--- config.mk ---
export PLATFORM = sky130hd
export DESIGN_NAME = segasys1_sndlatch
export DESIGN_NICKNAME = d
export VERILOG_FILES = /design/src/rtl/segasys1_snd_pkg.sv /design/src/rtl/segasys1_sndfifo.sv /design/src/rtl/segasys1_sndlatch.sv
export SDC_FILE = /design/constraint.sdc
export NUM_CORES = 1
export LEC_CHECK = 0
export ABC_AREA = 1
export ABC_CLOCK_PERIOD_IN_PS = 4100
export BUFFER_PORTS_ARGS = -buffer_cell sky130_fd_sc_hd__buf_2
export CORE_UTILIZATION = 30
export CTS_CLUSTER_DIAMETER = 30
export DETAILED_ROUTE_END_ITERATION = 16
export HOLD_SLACK_MARGIN = 0.12
export SYNTH_ARGS = -nofsm -noshare
export SYNTH_HDL_FRONTEND = slang
export SYNTH_SLANG_ARGS = --single-unit
--- constraint.sdc ---
create_clock -name CLK48M -period 4.1 [get_ports CLK48M]
set_clock_uncertainty 0.1 [all_clocks]
set_input_delay 0.82 -clock CLK48M [delete_from_list [all_inputs] [get_ports CLK48M]]
set_output_delay 0.82 -clock CLK48M [all_outputs]
set_load 0.1 [all_outputs]
--- src/rtl/segasys1_snd_pkg.sv ---
// Shared types and default constants for the System 1 sound-command receiver.
// The FIFO storage option is selected by the SNDLATCH_FIFO_EN macro in the top module.
package segasys1_snd_pkg;

    localparam int CMD_W          = 8;
    localparam int IRQ_PERIOD_DEF = 200000;
    localparam int IRQ_WIDTH_DEF  = 256;
    localparam int NMI_GAP_DEF    = 64;
    localparam int FIFO_AW_DEF    = 2;

    typedef enum logic [1:0] {
        IDLE   = 2'd0,
        ASSERT = 2'd1,
        GAP    = 2'd2
    } nmi_state_t;

endpackage

--- src/rtl/segasys1_sndfifo.sv ---
// Synchronous command FIFO with a registered head; a write while full is accepted
// only when a read frees a slot in the same cycle.
module segasys1_sndfifo
    import segasys1_snd_pkg::*;
#(
    parameter int AW = FIFO_AW_DEF,
    parameter int W  = CMD_W
) (
    input  logic         i_clk,
    input  logic         i_rst,
    input  logic         i_wr_en,
    input  logic         i_rd_en,
    input  logic [W-1:0] i_wr_data,
    output logic         o_full,
    output logic         o_empty,
    output logic [W-1:0] o_head
);

    localparam int DEPTH = 1 << AW;
    localparam logic [AW-1:0] PTR_ONE  = 1;
    localparam logic [AW:0]   CNT_ONE  = 1;
    localparam logic [AW:0]   CNT_FULL = (AW + 1)'(DEPTH);

    logic [W-1:0]  r_mem [DEPTH];
    logic [AW-1:0] r_wr_ptr;
    logic [AW-1:0] r_rd_ptr;
    logic [AW:0]   r_count;
    logic [W-1:0]  r_head;

    logic          w_rd;
    logic          w_wr;
    logic [AW-1:0] w_rd_ptr_inc;

    assign o_full       = (r_count == CNT_FULL);
    assign o_empty      = (r_count == '0);
    assign o_head       = r_head;
    assign w_rd         = i_rd_en & ~o_empty;
    assign w_wr         = i_wr_en & (~o_full | w_rd);
    assign w_rd_ptr_inc = r_rd_ptr + PTR_ONE;

    always_ff @(posedge i_clk) begin
        if (w_wr) begin
            r_mem[r_wr_ptr] <= i_wr_data;
        end
    end

    always_ff @(posedge i_clk) begin
        if (i_rst) begin
            r_wr_ptr <= '0;
            r_rd_ptr <= '0;
            r_count  <= '0;
            r_head   <= '0;
        end else begin
            if (w_wr) begin
                r_wr_ptr <= r_wr_ptr + PTR_ONE;
            end
            if (w_rd) begin
                r_rd_ptr <= w_rd_ptr_inc;
            end
            if (w_wr && !w_rd) begin
                r_count <= r_count + CNT_ONE;
            end else if (w_rd && !w_wr) begin
                r_count <= r_count - CNT_ONE;
            end
            // Head only moves on a write into an empty FIFO or on a read; an emptying
            // read leaves the last popped byte visible.
            if (w_wr && o_empty) begin
                r_head <= i_wr_data;
            end else if (w_rd) begin
                if (r_count == CNT_ONE) begin
                    if (w_wr) begin
                        r_head <= i_wr_data;
                    end
                end else begin
                    r_head <= r_mem[w_rd_ptr_inc];
                end
            end
        end
    end

endmodule

--- src/rtl/segasys1_sndlatch.sv ---
// Sound-command receiver: main-CPU write capture, NMI pacing and periodic IRQ.
// Define SNDLATCH_FIFO_EN for a 2^FIFO_AW command FIFO instead of the single latch.
module segasys1_sndlatch
    import segasys1_snd_pkg::*;
#(
    parameter int IRQ_PERIOD = IRQ_PERIOD_DEF,
    parameter int IRQ_WIDTH  = IRQ_WIDTH_DEF,
    parameter int NMI_GAP    = NMI_GAP_DEF,
    parameter int FIFO_AW    = FIFO_AW_DEF
) (
    input  logic             CLK48M,
    input  logic             RESET,
    input  logic             SNDRQ,
    input  logic [CMD_W-1:0] CPUDO,
    input  logic             SCPU_CS_LATCH,
    output logic [CMD_W-1:0] SCPU_LATCH_DO,
    output logic             SCPU_NMI,
    output logic             SCPU_IRQ,
    output logic             PENDING,
    output logic             OVERRUN
);

    localparam int IW = $clog2(IRQ_PERIOD);
    localparam int GW = $clog2(NMI_GAP + 1);
    localparam logic [IW-1:0] IRQ_LAST = IW'(IRQ_PERIOD - 1);
    localparam logic [IW-1:0] IRQ_ON   = IW'(IRQ_PERIOD - IRQ_WIDTH);
    localparam logic [IW-1:0] IRQ_ONE  = 1;
    localparam logic [GW-1:0] GAP_LAST = GW'(NMI_GAP - 1);
    localparam logic [GW-1:0] GAP_ONE  = 1;

    if (IRQ_WIDTH < 1 || IRQ_WIDTH >= IRQ_PERIOD || NMI_GAP < 1 || FIFO_AW < 1) begin : g_bad_params
        $error("segasys1_sndlatch: parameter out of range");
    end

    logic             r_sndrq_d;
    logic             r_cs_d;
    logic             r_overrun;
    logic [IW-1:0]    r_irq_cnt;
    nmi_state_t       r_state;
    nmi_state_t       w_state_next;
    logic [GW-1:0]    r_gap_cnt;
    logic [GW-1:0]    w_gap_cnt_next;

    logic             w_wr;
    logic             w_pop;
    logic             w_pending;
    logic             w_ovr_set;
    logic [CMD_W-1:0] w_do;

    assign w_wr  = SNDRQ & ~r_sndrq_d;
    // The pop fires when the sound CPU ends its read, and only if something is queued.
    assign w_pop = ~SCPU_CS_LATCH & r_cs_d & w_pending;

`ifdef SNDLATCH_FIFO_EN
    logic w_full;
    logic w_empty;

    segasys1_sndfifo #(
        .AW (FIFO_AW),
        .W  (CMD_W)
    ) u_fifo (
        .i_clk     (CLK48M),
        .i_rst     (RESET),
        .i_wr_en   (w_wr),
        .i_rd_en   (w_pop),
        .i_wr_data (CPUDO),
        .o_full    (w_full),
        .o_empty   (w_empty),
        .o_head    (w_do)
    );

    assign w_pending = ~w_empty;
    assign w_ovr_set = w_wr & w_full & ~w_pop;
`else
    logic             r_pending;
    logic [CMD_W-1:0] r_latch;

    always_ff @(posedge CLK48M) begin
        if (RESET) begin
            r_pending <= 1'b0;
            r_latch   <= '0;
        end else if (w_wr) begin
            r_pending <= 1'b1;
            r_latch   <= CPUDO;
        end else if (w_pop) begin
            r_pending <= 1'b0;
        end
    end

    assign w_pending = r_pending;
    assign w_do      = r_latch;
    assign w_ovr_set = w_wr & r_pending & ~w_pop;
`endif

    always_ff @(posedge CLK48M) begin
        if (RESET) begin
            r_sndrq_d <= 1'b0;
            r_cs_d    <= 1'b0;
            r_overrun <= 1'b0;
            r_irq_cnt <= '0;
        end else begin
            r_sndrq_d <= SNDRQ;
            r_cs_d    <= SCPU_CS_LATCH;
            if (w_ovr_set) begin
                r_overrun <= 1'b1;
            end
            r_irq_cnt <= (r_irq_cnt == IRQ_LAST) ? '0 : r_irq_cnt + IRQ_ONE;
        end
    end

    always_ff @(posedge CLK48M) begin
        if (RESET) begin
            r_state   <= IDLE;
            r_gap_cnt <= '0;
        end else begin
            r_state   <= w_state_next;
            r_gap_cnt <= w_gap_cnt_next;
        end
    end

    always_comb begin
        w_state_next   = r_state;
        w_gap_cnt_next = r_gap_cnt;
        case (r_state)
            IDLE: begin
                if (w_pending) begin
                    w_state_next = ASSERT;
                end
            end
            ASSERT: begin
                if (w_pop) begin
                    w_state_next   = GAP;
                    w_gap_cnt_next = '0;
                end
            end
            GAP: begin
                if (r_gap_cnt == GAP_LAST) begin
                    w_state_next = IDLE;
                end else begin
                    w_gap_cnt_next = r_gap_cnt + GAP_ONE;
                end
            end
            default: begin
                w_state_next = IDLE;
            end
        endcase
    end

    assign SCPU_LATCH_DO = w_do;
    assign SCPU_NMI      = (r_state == ASSERT);
    assign SCPU_IRQ      = (r_irq_cnt >= IRQ_ON);
    assign PENDING       = w_pending;
    assign OVERRUN       = r_overrun;

endmodule

==> flow_metrics.tcl, run 1 <==
set metrics [dict create \
    crit_required_ns 3.18 \
    p_int_mw 0.5278 \
    timing.setup.tns_ns 0 \
    antenna_found_initial 0 \
    fp.dieH_um 79.95 \
    crit_start "r_irq_cnt[11]$_SDFF_PP0_" \
    synthesis.area_um2 1823 \
    setup.worst_path.end_class "output port" \
    avgSynthCellArea_um2 6.905 \
    fmax_ghz 0.4089 \
    crit_buf_inv 2 \
    layout-drive-gt1-share_pct 15.07 \
    crit_type "reg2out" \
    p_per_area_nw_per_um2 360.7 \
    grt_max_degree 16 \
    maxCapViolCount 0 \
    design_area_um2 2098 \
    slew_viol_final 0 \
    die_x_um 79.95 \
    dp_hpwl_um 2758 \
    instances_no_fill 367 \
    slowest_stage "buf_2" \
    start_kind "register" \
    clock-root-buffer "clkbuf_8" \
    cp_top_family "buffers and inverters" \
    detailed_place.area_um2 2013 \
    io_pins 24 \
    synth_nets 279 \
    diodes 0 \
    routed_wl_um 3706 \
    clock_latency_ns 0.29 \
    holdWs_ns 0.3702 \
    layout_setup_ws_ns 1.655 \
    cp_cell_sequence "nand2_1 -> inv_1 -> o31ai_1 -> a21oi_1 -> buf_2" \
    final_common_cell "nand2_1" \
    p_sw_mw 0.2289 \
    drt-vias-per-instance 4.507 \
    ys_ff_latch 39 \
    status "completed" \
    cts_max_level 2 \
    start_util_pct 30.97 \
    n_fill_cell 651 \
    grt_pass1_wl_um 6437 \
    clk_pin_slew_ns 0.08 \
    grt_pass1_vias 1548 \
    seq_area_um2 780.7 \
    post_drt_wl_per_cell_um 10.10 \
    layout_min_cycle_time_ns 2.445 \
    share_comb_of_total_power_pct 13.6 \
    finalCritPeriodShare_pct 59.64 \
    drc 0 \
    numPortBuffers 23 \
    ys_seq_area_share_pct 42.83 \
    cp_max_fo 4 \
    rr_worst_depth 6 \
    r2r_slack_ns 2.41 \
    worst_pin_slew_ns 0.4911 \
    grt.total_usage_pct 13.12 \
    place_inst 359 \
    gr-total-overflow 0 \
    synth.distinct_cells 25 \
    setup_violations 0 \
    crit_cells 5 \
    hold_path_class "reg2reg" \
    numCtsBuffers 5 \
    cts.sink_count 39 \
    cts_hold_buffers 0 \
    worstSetupEndpoint "SCPU_IRQ" \
    cts.repair.resized 0 \
    fin_nets 306 \
    p_seq_share_pct 52.5 \
    synth_cells 264 \
    fin_util_pct 35.65 \
    rsz0062_at_grt "false" \
    clockPowerShare_pct 33.8 \
    core-area_um2 5886 \
    hold_viol 0 \
    cts_setup_buffers 0 \
    synth_top_cell_by_area "dfxtp_1" \
    firstDrtPassIters 4 \
    die_area_um2 6392 \
    place_ws_ns 1.984 \
    yosysWarnings 0 \
    r2r-start "r_irq_cnt[0]$_SDFF_PP0_" \
    r2r_end "r_irq_cnt[8]$_SDFF_PP0_" \
    antenna_left 0 \
    drt_iter0_markers 89 \
    yosysTopAreaCellShare_pct 42.83 \
    cts_tree "yes" \
    max-vdd-ir-drop_mv 0.1674 \
    finalPower_mw 0.7567 \
    row_count 28 \
    async_flop_share_pct 0 \
    slew_headroom_pct 67.48 \
    most-common-layout-cells "61 x nand2_1, 54 x nor2_1, 39 x dfxtp_1" \
    clk_path_buf_depth 2 \
    max_stage_delay_ns 0.44 \
    num_vias 1654 \
    synth_edf_count 0 \
    arrival_ns 1.53 \
    place.gp.congestion 0.8903 \
    ys.flop_type "dfxtp_1" \
    p_leak_nw 0.8814 \
    p_sw_share_pct 30.25 \
    multi_input_area_um2 903.4 \
    netlist_top_cells_area "dfxtp_1 43%, nand2_1 13%, nor2_1 11%" \
    area_growth_pct 15.10 \
]
-- worst min-delay path by stage --
stage / endpoint / startpoint / cells after the start / slack, ns
after global placement: r_irq_cnt[0]$_SDFF_PP0_ / r_irq_cnt[0]$_SDFF_PP0_ / 1 / 0.35
after floorplan: r_irq_cnt[0]$_SDFF_PP0_ / r_irq_cnt[0]$_SDFF_PP0_ / 1 / 0.33
final: r_gap_cnt[6]$_SDFFE_PP0P_ / r_gap_cnt[6]$_SDFFE_PP0P_ / 2 / 0.37
after global routing: OVERRUN$_SDFFE_PP0P_ / OVERRUN$_SDFFE_PP0P_ / 2 / 0.40
after CTS: r_gap_cnt[6]$_SDFFE_PP0P_ / r_gap_cnt[6]$_SDFFE_PP0P_ / 2 / 0.37
after detailed placement: r_gap_cnt[6]$_SDFFE_PP0P_ / r_gap_cnt[6]$_SDFFE_PP0P_ / 2 / 0.36
-- power by group through the flow --
stage / registers [mW] / logic (mW) / clock network (mW)
finish: 0.398 / 0.103 / 0.256
global placement: 0.406 / 0.103 / 0
detailed placement: 0.406 / 0.104 / 0
floorplan: 0.458 / 0.0327 / 0
global route: 0.399 / 0.110 / 0.283
CTS: 0.398 / 0.104 / 0.266
-- layout make-up --
class | instances | share of cell area (%)
multi-input combinational | 190 | 43.05
sequential | 39 | 37.21
inverter | 32 | 5.725
timing repair buffer | 23 | 5.486
tap | 75 | 4.472
clock buffer | 6 | 3.459
clock inverter | 2 | 0.5963
-- sequential cells by signal, indices dropped and copies added, names as in the netlist --
signal / cells
r_state: 2
SCPU_LATCH_DO: 8
r_cs_d: 1
r_sndrq_d: 1
r_irq_cnt: 18
OVERRUN: 1
PENDING: 1
r_gap_cnt: 7
-- Yosys cell counts, types with 2 or more instances --
| library cell | instances |
|---|---|
| a21oi_1 | 14 |
| a31oi_1 | 2 |
| clkbuf_1 | 2 |
| dfxtp_1 | 39 |
| ha_1 | 3 |
| inv_1 | 31 |
| nand2_1 | 61 |
| nand2_2 | 3 |
| nand3_1 | 18 |
| nand4_1 | 2 |
| nor2_1 | 54 |
| nor2_2 | 2 |
| nor2_4 | 2 |
| o21ai_0 | 15 |
| or2_2 | 3 |
| xnor2_1 | 2 |
| xor2_1 | 3 |
-- metal layers --
metal  vias to the layer above  global-route usage, %  routed length [um]
li1                        883                      -                   -
met1                       746                  15.22                1763
met2                        22                  22.48                1780
met3                         3                  3.429                 134
met4                         0                  5.893                  29
met5                         -                      0                   0
-- worst reg2reg max path, stage by stage, from the launching register on --
cell and delay (ns):
dfxtp_1 0.39, ha_1 0.22, nand3_2 0.16, nor2_4 0.16, nand2_2 0.09, o21ai_4 0.38, nor2_1 0.09
-- cell families (layout without fill, tap and decap cells) --
logic type	Yosys count	after routing	synth area share, %
AO/OA/AOI/OAI	34	34	10.43
XOR/XNOR	5	5	2.403
adder cells (fa/ha/maj)	3	3	2.059
buffers and inverters	35	63	7.618
flip-flops	39	39	42.83
AND/OR/NAND/NOR	148	148	34.66
Note: power is estimated with default switching activity, not from simulation.
==> run 2: changes to the inputs <==
--- a/config.mk
+++ b/config.mk
@@ -5,8 +5,8 @@
 export SDC_FILE = /design/constraint.sdc
 export NUM_CORES = 1
 export LEC_CHECK = 0
-export ABC_AREA = 1
-export ABC_CLOCK_PERIOD_IN_PS = 4100
+export ABC_AREA = 0
+export ABC_CLOCK_PERIOD_IN_PS = 2200
 export BUFFER_PORTS_ARGS = -buffer_cell sky130_fd_sc_hd__buf_2
 export CORE_UTILIZATION = 30
 export CTS_CLUSTER_DIAMETER = 30
==> constraint.sdc (replaced) <==
create_clock -name CLK48M -period 2.2 [get_ports CLK48M]
set_clock_uncertainty 0.1 [all_clocks]
set_input_delay 0.44 -clock CLK48M [delete_from_list [all_inputs] [get_ports CLK48M]]
set_output_delay 0.44 -clock CLK48M [all_outputs]
set_load 0.1 [all_outputs]
==> run 2 against run 1 <==
Compared with the run above:
- cell count fell by 20%
- global-route usage fell by 0.87 points
- first-iteration DRC count fell by 63%
- non-clock buffer count rose by 7
- clock power rose by 81%
- sequential share of layout area rose by 2.3 points
- critical endpoint unchanged
==> flow_metrics.tcl, run 2 <==
set metrics [dict create \
    status "completed" \
    wl_met1_um 1563 \
    grt_max_degree 22 \
    dr.max_layer_used "met4" \
    synth_top_cell_by_area "dfxtp_1" \
    p_per_area_nw_per_um2 701.0 \
    yosysWarnings 0 \
    drt-vias-per-instance 4.667 \
    cp_max_fo 8 \
    fin_nets 238 \
    cts_hold_buffers 0 \
    synth_top_family_by_area "simple AND/OR/NAND/NOR gates" \
    clock-root-buffer "clkbuf_8" \
    synth_nets 211 \
    final_common_cell "dfxtp_1" \
    start_util_pct 32.11 \
    setup.worst_path.end_class "output port" \
    grt.total_usage_pct 12.25 \
    firstDrtPassIters 4 \
    holdWs_ns 0.2782 \
    numPortBuffers 23 \
    maxCapViolCount 0 \
    timing.setup.tns_ns 0 \
    async_flop_share_pct 0 \
    numCtsBuffers 5 \
    cts.repair.resized 0 \
    synthesis.area_um2 1682 \
    drt_iter0_markers 33 \
    layout_min_cycle_time_ns 2.046 \
    hold_path_class "in2reg" \
    cts_max_level 2 \
    die_x_um 76.87 \
    grt_pass1_wl_um 5851 \
    layout_setup_ws_ns 0.1544 \
    ys.flop_type "dfxtp_1" \
    setup_violations 0 \
    synth.top_cells.by_count "39 x dfxtp_1, 25 x nand2_1, 25 x nor2_1" \
    instances_no_fill 294 \
    antenna_left 0 \
    synth_mux_area_share_pct 0.5952 \
    dp_hpwl_um 2303 \
    synth_edf_count 0 \
    fin_util_pct 37.70 \
    arrival_ns 1.51 \
    worst_pin_slew_ns 0.5003 \
    ys_ff_latch 39 \
    hold_path_depth 3 \
    clock_latency_ns 0.29 \
    clk_path_buf_depth 2 \
    p_leak_nw 0.7867 \
    rr_worst_depth 4 \
    route.met3.wl_um 119 \
    routed_wl_um 3193 \
    synth.most_common_cell "dfxtp_1" \
    hold_viol 0 \
    start_kind "register" \
    place_inst 286 \
    clk_pin_slew_ns 0.07 \
    cts.sink_count 39 \
    synthAdderAreaFrac_pct 2.232 \
    detailed_place.area_um2 1888 \
    num_vias 1372 \
    design_area_um2 1974 \
    grt_pass1_vias 1379 \
    crit_required_ns 1.66 \
    cts_setup_buffers 0 \
    synth_cells 196 \
    row_count 26 \
    fp.dieH_um 76.87 \
    ys_seq_area_share_pct 46.43 \
    rsz0062_at_grt "false" \
    synth-simple-area-share_pct 28.79 \
    gr-total-overflow 0 \
    finalCritPeriodShare_pct 92.98 \
    slew_headroom_pct 66.34 \
    regMostFlops "r_irq_cnt" \
    place.gp.congestion 0.7552 \
    layout-drive-gt1-share_pct 19.20 \
    area_growth_pct 17.41 \
    most-common-layout-cells "39 x dfxtp_1, 25 x nand2_1, 25 x nor2_1" \
    crit_type "reg2out" \
    die_area_um2 5909 \
    fmax_ghz 0.4889 \
    n_fill_cell 564 \
    netlist_top_cells_area "dfxtp_1 46%, xor2_1 6.8%, nand2_1 5.6%" \
    antenna_found_initial 0 \
    finalPower_mw 1.384 \
    core-area_um2 5238 \
    place_ws_ns 0.3965 \
    yosysTopAreaCellShare_pct 46.43 \
    synth.distinct_cells 36 \
    cts_tree "yes" \
    slew_viol_final 0 \
    avgSynthCellArea_um2 8.580 \
    largest_reg_flops 18 \
    wl_met2_um 1455 \
    drc 0 \
    synth-xor-area-share_pct 8.333 \
    max-vdd-ir-drop_mv 0.3124 \
    io_pins 24 \
    post_drt_wl_per_cell_um 10.86 \
    synth-compound-area-share_pct 9.003 \
    diodes 0 \
]
## run 2: cell families after synthesis
logic type / after synthesis
flops: 39
fa+ha+maj: 3
buf+inv: 16
xor+xnor: 16
mux: 1
simple gates: 96
compound gates: 25
## run 2: where the power goes
group / internal (mW) / switching (mW)
combinational: 0.0422 / 0.133
clock: 0.217 / 0.247
sequential: 0.729 / 0.0166
## run 2: final timing paths
path | from | end | slack [ns]
worst max register to register | r_irq_cnt[6]$_SDFF_PP0_ | r_irq_cnt[17]$_SDFF_PP0_ | 0.46
worst min-delay path | CPUDO[3] | SCPU_LATCH_DO[3]$_SDFFE_PP0P_ | 0.28
worst min register to register | SCPU_LATCH_DO[3]$_SDFFE_PP0P_ | SCPU_LATCH_DO[3]$_SDFFE_PP0P_ | 0.35
worst max-delay path | r_irq_cnt[10]$_SDFF_PP0_ | SCPU_IRQ | 0.15
## run 2: area by class of cell
cell class | instances | area [um^2] | share of cell area, %
clock buffer | 5 | 68.82 | 3.485
inverter | 6 | 22.52 | 1.141
tap | 70 | 87.58 | 4.436
multi-input combinational | 141 | 829.5 | 42.02
timing repair buffer | 30 | 170.2 | 8.619
clock inverter | 3 | 15.01 | 0.7605
sequential | 39 | 780.7 | 39.54
## run 2: worst max-delay path, cell delays in order, from the launching register on
cell and delay [ns]:
dfxtp_1 0.46, and2_4 0.21, o41ai_1 0.08, a21oi_2 0.13
clkbuf_4 0.33
## run 2: metal layers
metal  vias up  global-route usage (%)
li1        728                       -
met1       617                   14.77
met2        20                   20.00
met3         7                   3.810
met4         0                   5.192
met5         -                       0
==> run 3: changes to the inputs <==
--- a/config.mk
+++ b/config.mk
@@ -8,10 +8,11 @@
 export ABC_AREA = 0
 export ABC_CLOCK_PERIOD_IN_PS = 2200
 export BUFFER_PORTS_ARGS = -buffer_cell sky130_fd_sc_hd__buf_2
-export CORE_UTILIZATION = 30
+export CORE_UTILIZATION = 45
 export CTS_CLUSTER_DIAMETER = 30
 export DETAILED_ROUTE_END_ITERATION = 16
 export HOLD_SLACK_MARGIN = 0.12
+export PLACE_DENSITY = 0.68
 export SYNTH_ARGS = -nofsm -noshare
 export SYNTH_HDL_FRONTEND = slang
 export SYNTH_SLANG_ARGS = --single-unit
==> run 3 against run 2 <==
Compared with the run above:
- global-route usage increased by 4.9 points
- clock-buffer cell count increased by 1
- combinational power about the same
- non-clock buffer count decreased by 2
- first-iteration DRC count increased to 3.2 times the previous value
- die area decreased by 33%
- critical path type unchanged
- critical endpoint unchanged
- largest power group unchanged
- highest routed layer unchanged
==> flow_metrics.tcl, run 3 (synthesis results as in run 2) <==
set metrics [dict create \
    grt_pass1_wl_um 5340 \
    die_x_um 63.13 \
    grt.total_usage_pct 17.12 \
    die_area_um2 3985 \
    status "completed" \
    instances_no_fill 268 \
    place.gp.congestion 0.7928 \
    slew_viol_final 0 \
    largest_reg_flops 18 \
    cts.repair.resized 0 \
    place_inst 260 \
    post_drt_wl_per_cell_um 11.83 \
    drt-vias-per-instance 5.179 \
    timing.setup.tns_ns 0 \
    cp_max_fo 8 \
    antenna_left 0 \
    dp_hpwl_um 2220 \
    slew_headroom_pct 57.46 \
    drc 0 \
    p_sw_share_pct 25.77 \
    fp.dieH_um 63.13 \
    setup.worst_path.end_class "output port" \
    most-common-layout-cells "39 x dfxtp_1, 25 x nand2_1, 25 x nor2_1" \
    crit_type "reg2out" \
    clk_pin_slew_ns 0.08 \
    layout-drive-gt1-share_pct 18.47 \
    core-area_um2 3468 \
    diodes 0 \
    layout_min_cycle_time_ns 2.050 \
    final_common_cell "dfxtp_1" \
    numCtsBuffers 5 \
    start_kind "register" \
    grt_pass1_vias 1229 \
    clock_latency_ns 0.29 \
    rsz0062_at_grt "false" \
    regMostFlops "r_irq_cnt" \
    io_pins 24 \
    cts_hold_buffers 0 \
    worst_pin_slew_ns 0.6369 \
    crit_required_ns 1.66 \
    setup_violations 0 \
    cts_max_level 2 \
    hold_path_class "in2reg" \
    maxCapViolCount 0 \
    fin_nets 236 \
    area_growth_pct 16.74 \
    numPortBuffers 23 \
    fmax_ghz 0.4878 \
    clockPowerShare_pct 39.9 \
    arrival_ns 1.51 \
    p_leak_nw 0.7899 \
    num_vias 1388 \
    n_fill_cell 328 \
    start_util_pct 48.48 \
    firstDrtPassIters 4 \
    antenna_found_initial 0 \
    max-vdd-ir-drop_mv 0.6200 \
    p_int_mw 1.135 \
    share_comb_of_total_power_pct 11.3 \
    cts_setup_buffers 0 \
    cts_tree "yes" \
    cts.sink_count 39 \
    finalCritPeriodShare_pct 93.18 \
    p_seq_share_pct 48.8 \
    grt_max_degree 22 \
    drt_iter0_markers 105 \
    clock-root-buffer "clkbuf_8" \
    clk_path_buf_depth 2 \
    row_count 21 \
    p_per_area_nw_per_um2 779.2 \
    hold_viol 0 \
    p_sw_mw 0.3943 \
    routed_wl_um 3170 \
    gr-total-overflow 0 \
]
run 3: changes by cell type in the layout (fill, tap and decap cells not counted):
cell	delta
buf_4	-2
clkinv_2	-2
bufinv_16	+1
clkbuf_8	+1
run 3: final timing paths:
path,slack (ns),end,start,cells past startpoint
max,0.15,SCPU_IRQ,r_irq_cnt[10]$_SDFF_PP0_,4
min,0.28,SCPU_LATCH_DO[4]$_SDFFE_PP0P_,CPUDO[4],3
max reg2reg,0.48,r_irq_cnt[17]$_SDFF_PP0_,r_irq_cnt[6]$_SDFF_PP0_,4
min reg2reg,0.35,SCPU_LATCH_DO[1]$_SDFFE_PP0P_,SCPU_LATCH_DO[1]$_SDFFE_PP0P_,2
run 3: cell type report:
type / count / area, um^2 / area share [%]
Inverter: 6 / 22.52 / 1.147
Multi-Input combinational cell: 141 / 829.5 / 42.26
Clock buffer: 6 / 82.58 / 4.207
Clock inverter: 2 / 35.03 / 1.785
Timing Repair Buffer: 28 / 155.1 / 7.903
Sequential cell: 39 / 780.7 / 39.77
Tap cell: 46 / 57.56 / 2.932
run 3: power by group through the flow:
stage          clock, mW  sequential [mW]  combinational [mW]
5_1_grt            0.658            0.749               0.184
3_3_place_gp           0            0.762               0.173
3_5_place_dp           0            0.763               0.174
4_1_cts            0.626            0.746               0.174
2_1_floorplan          0            0.835              0.0639
6_report           0.611            0.746               0.173
run 3: metrics by stage:
stage,setup WS [ns],utilization (%),power (mW),hold slack (ns),instance area (um^2)
2_1_floorplan,0.1503,-,0.8985,0.3332,1688
3_3_place_gp,0.4063,53.14,0.9344,0.3416,1843
3_5_place_dp,0.3884,53.14,0.9361,0.3474,1843
4_1_cts,0.05427,56.53,1.546,0.2778,1961
5_1_grt,0.04719,56.60,1.591,0.2804,1963
6_report,0.1501,56.60,1.530,0.2843,1963
run 3: worst max-delay path, cell delays in order, from the launching register on:
cell and delay [ns]:
dfxtp_1 0.46, and2_4 0.21, o41ai_1 0.08, a21oi_2 0.14
clkbuf_4 0.33
run 3: metal layers:
layer | wire length (um) | vias to the layer above | track usage, %
met3 | 82 | 4 | 4.891
met2 | 1466 | 21 | 27.02
met4 | 34 | 0 | 7.849
met1 | 1586 | 642 | 21.39
met5 | 0 | - | 0
li1 | - | 721 | -
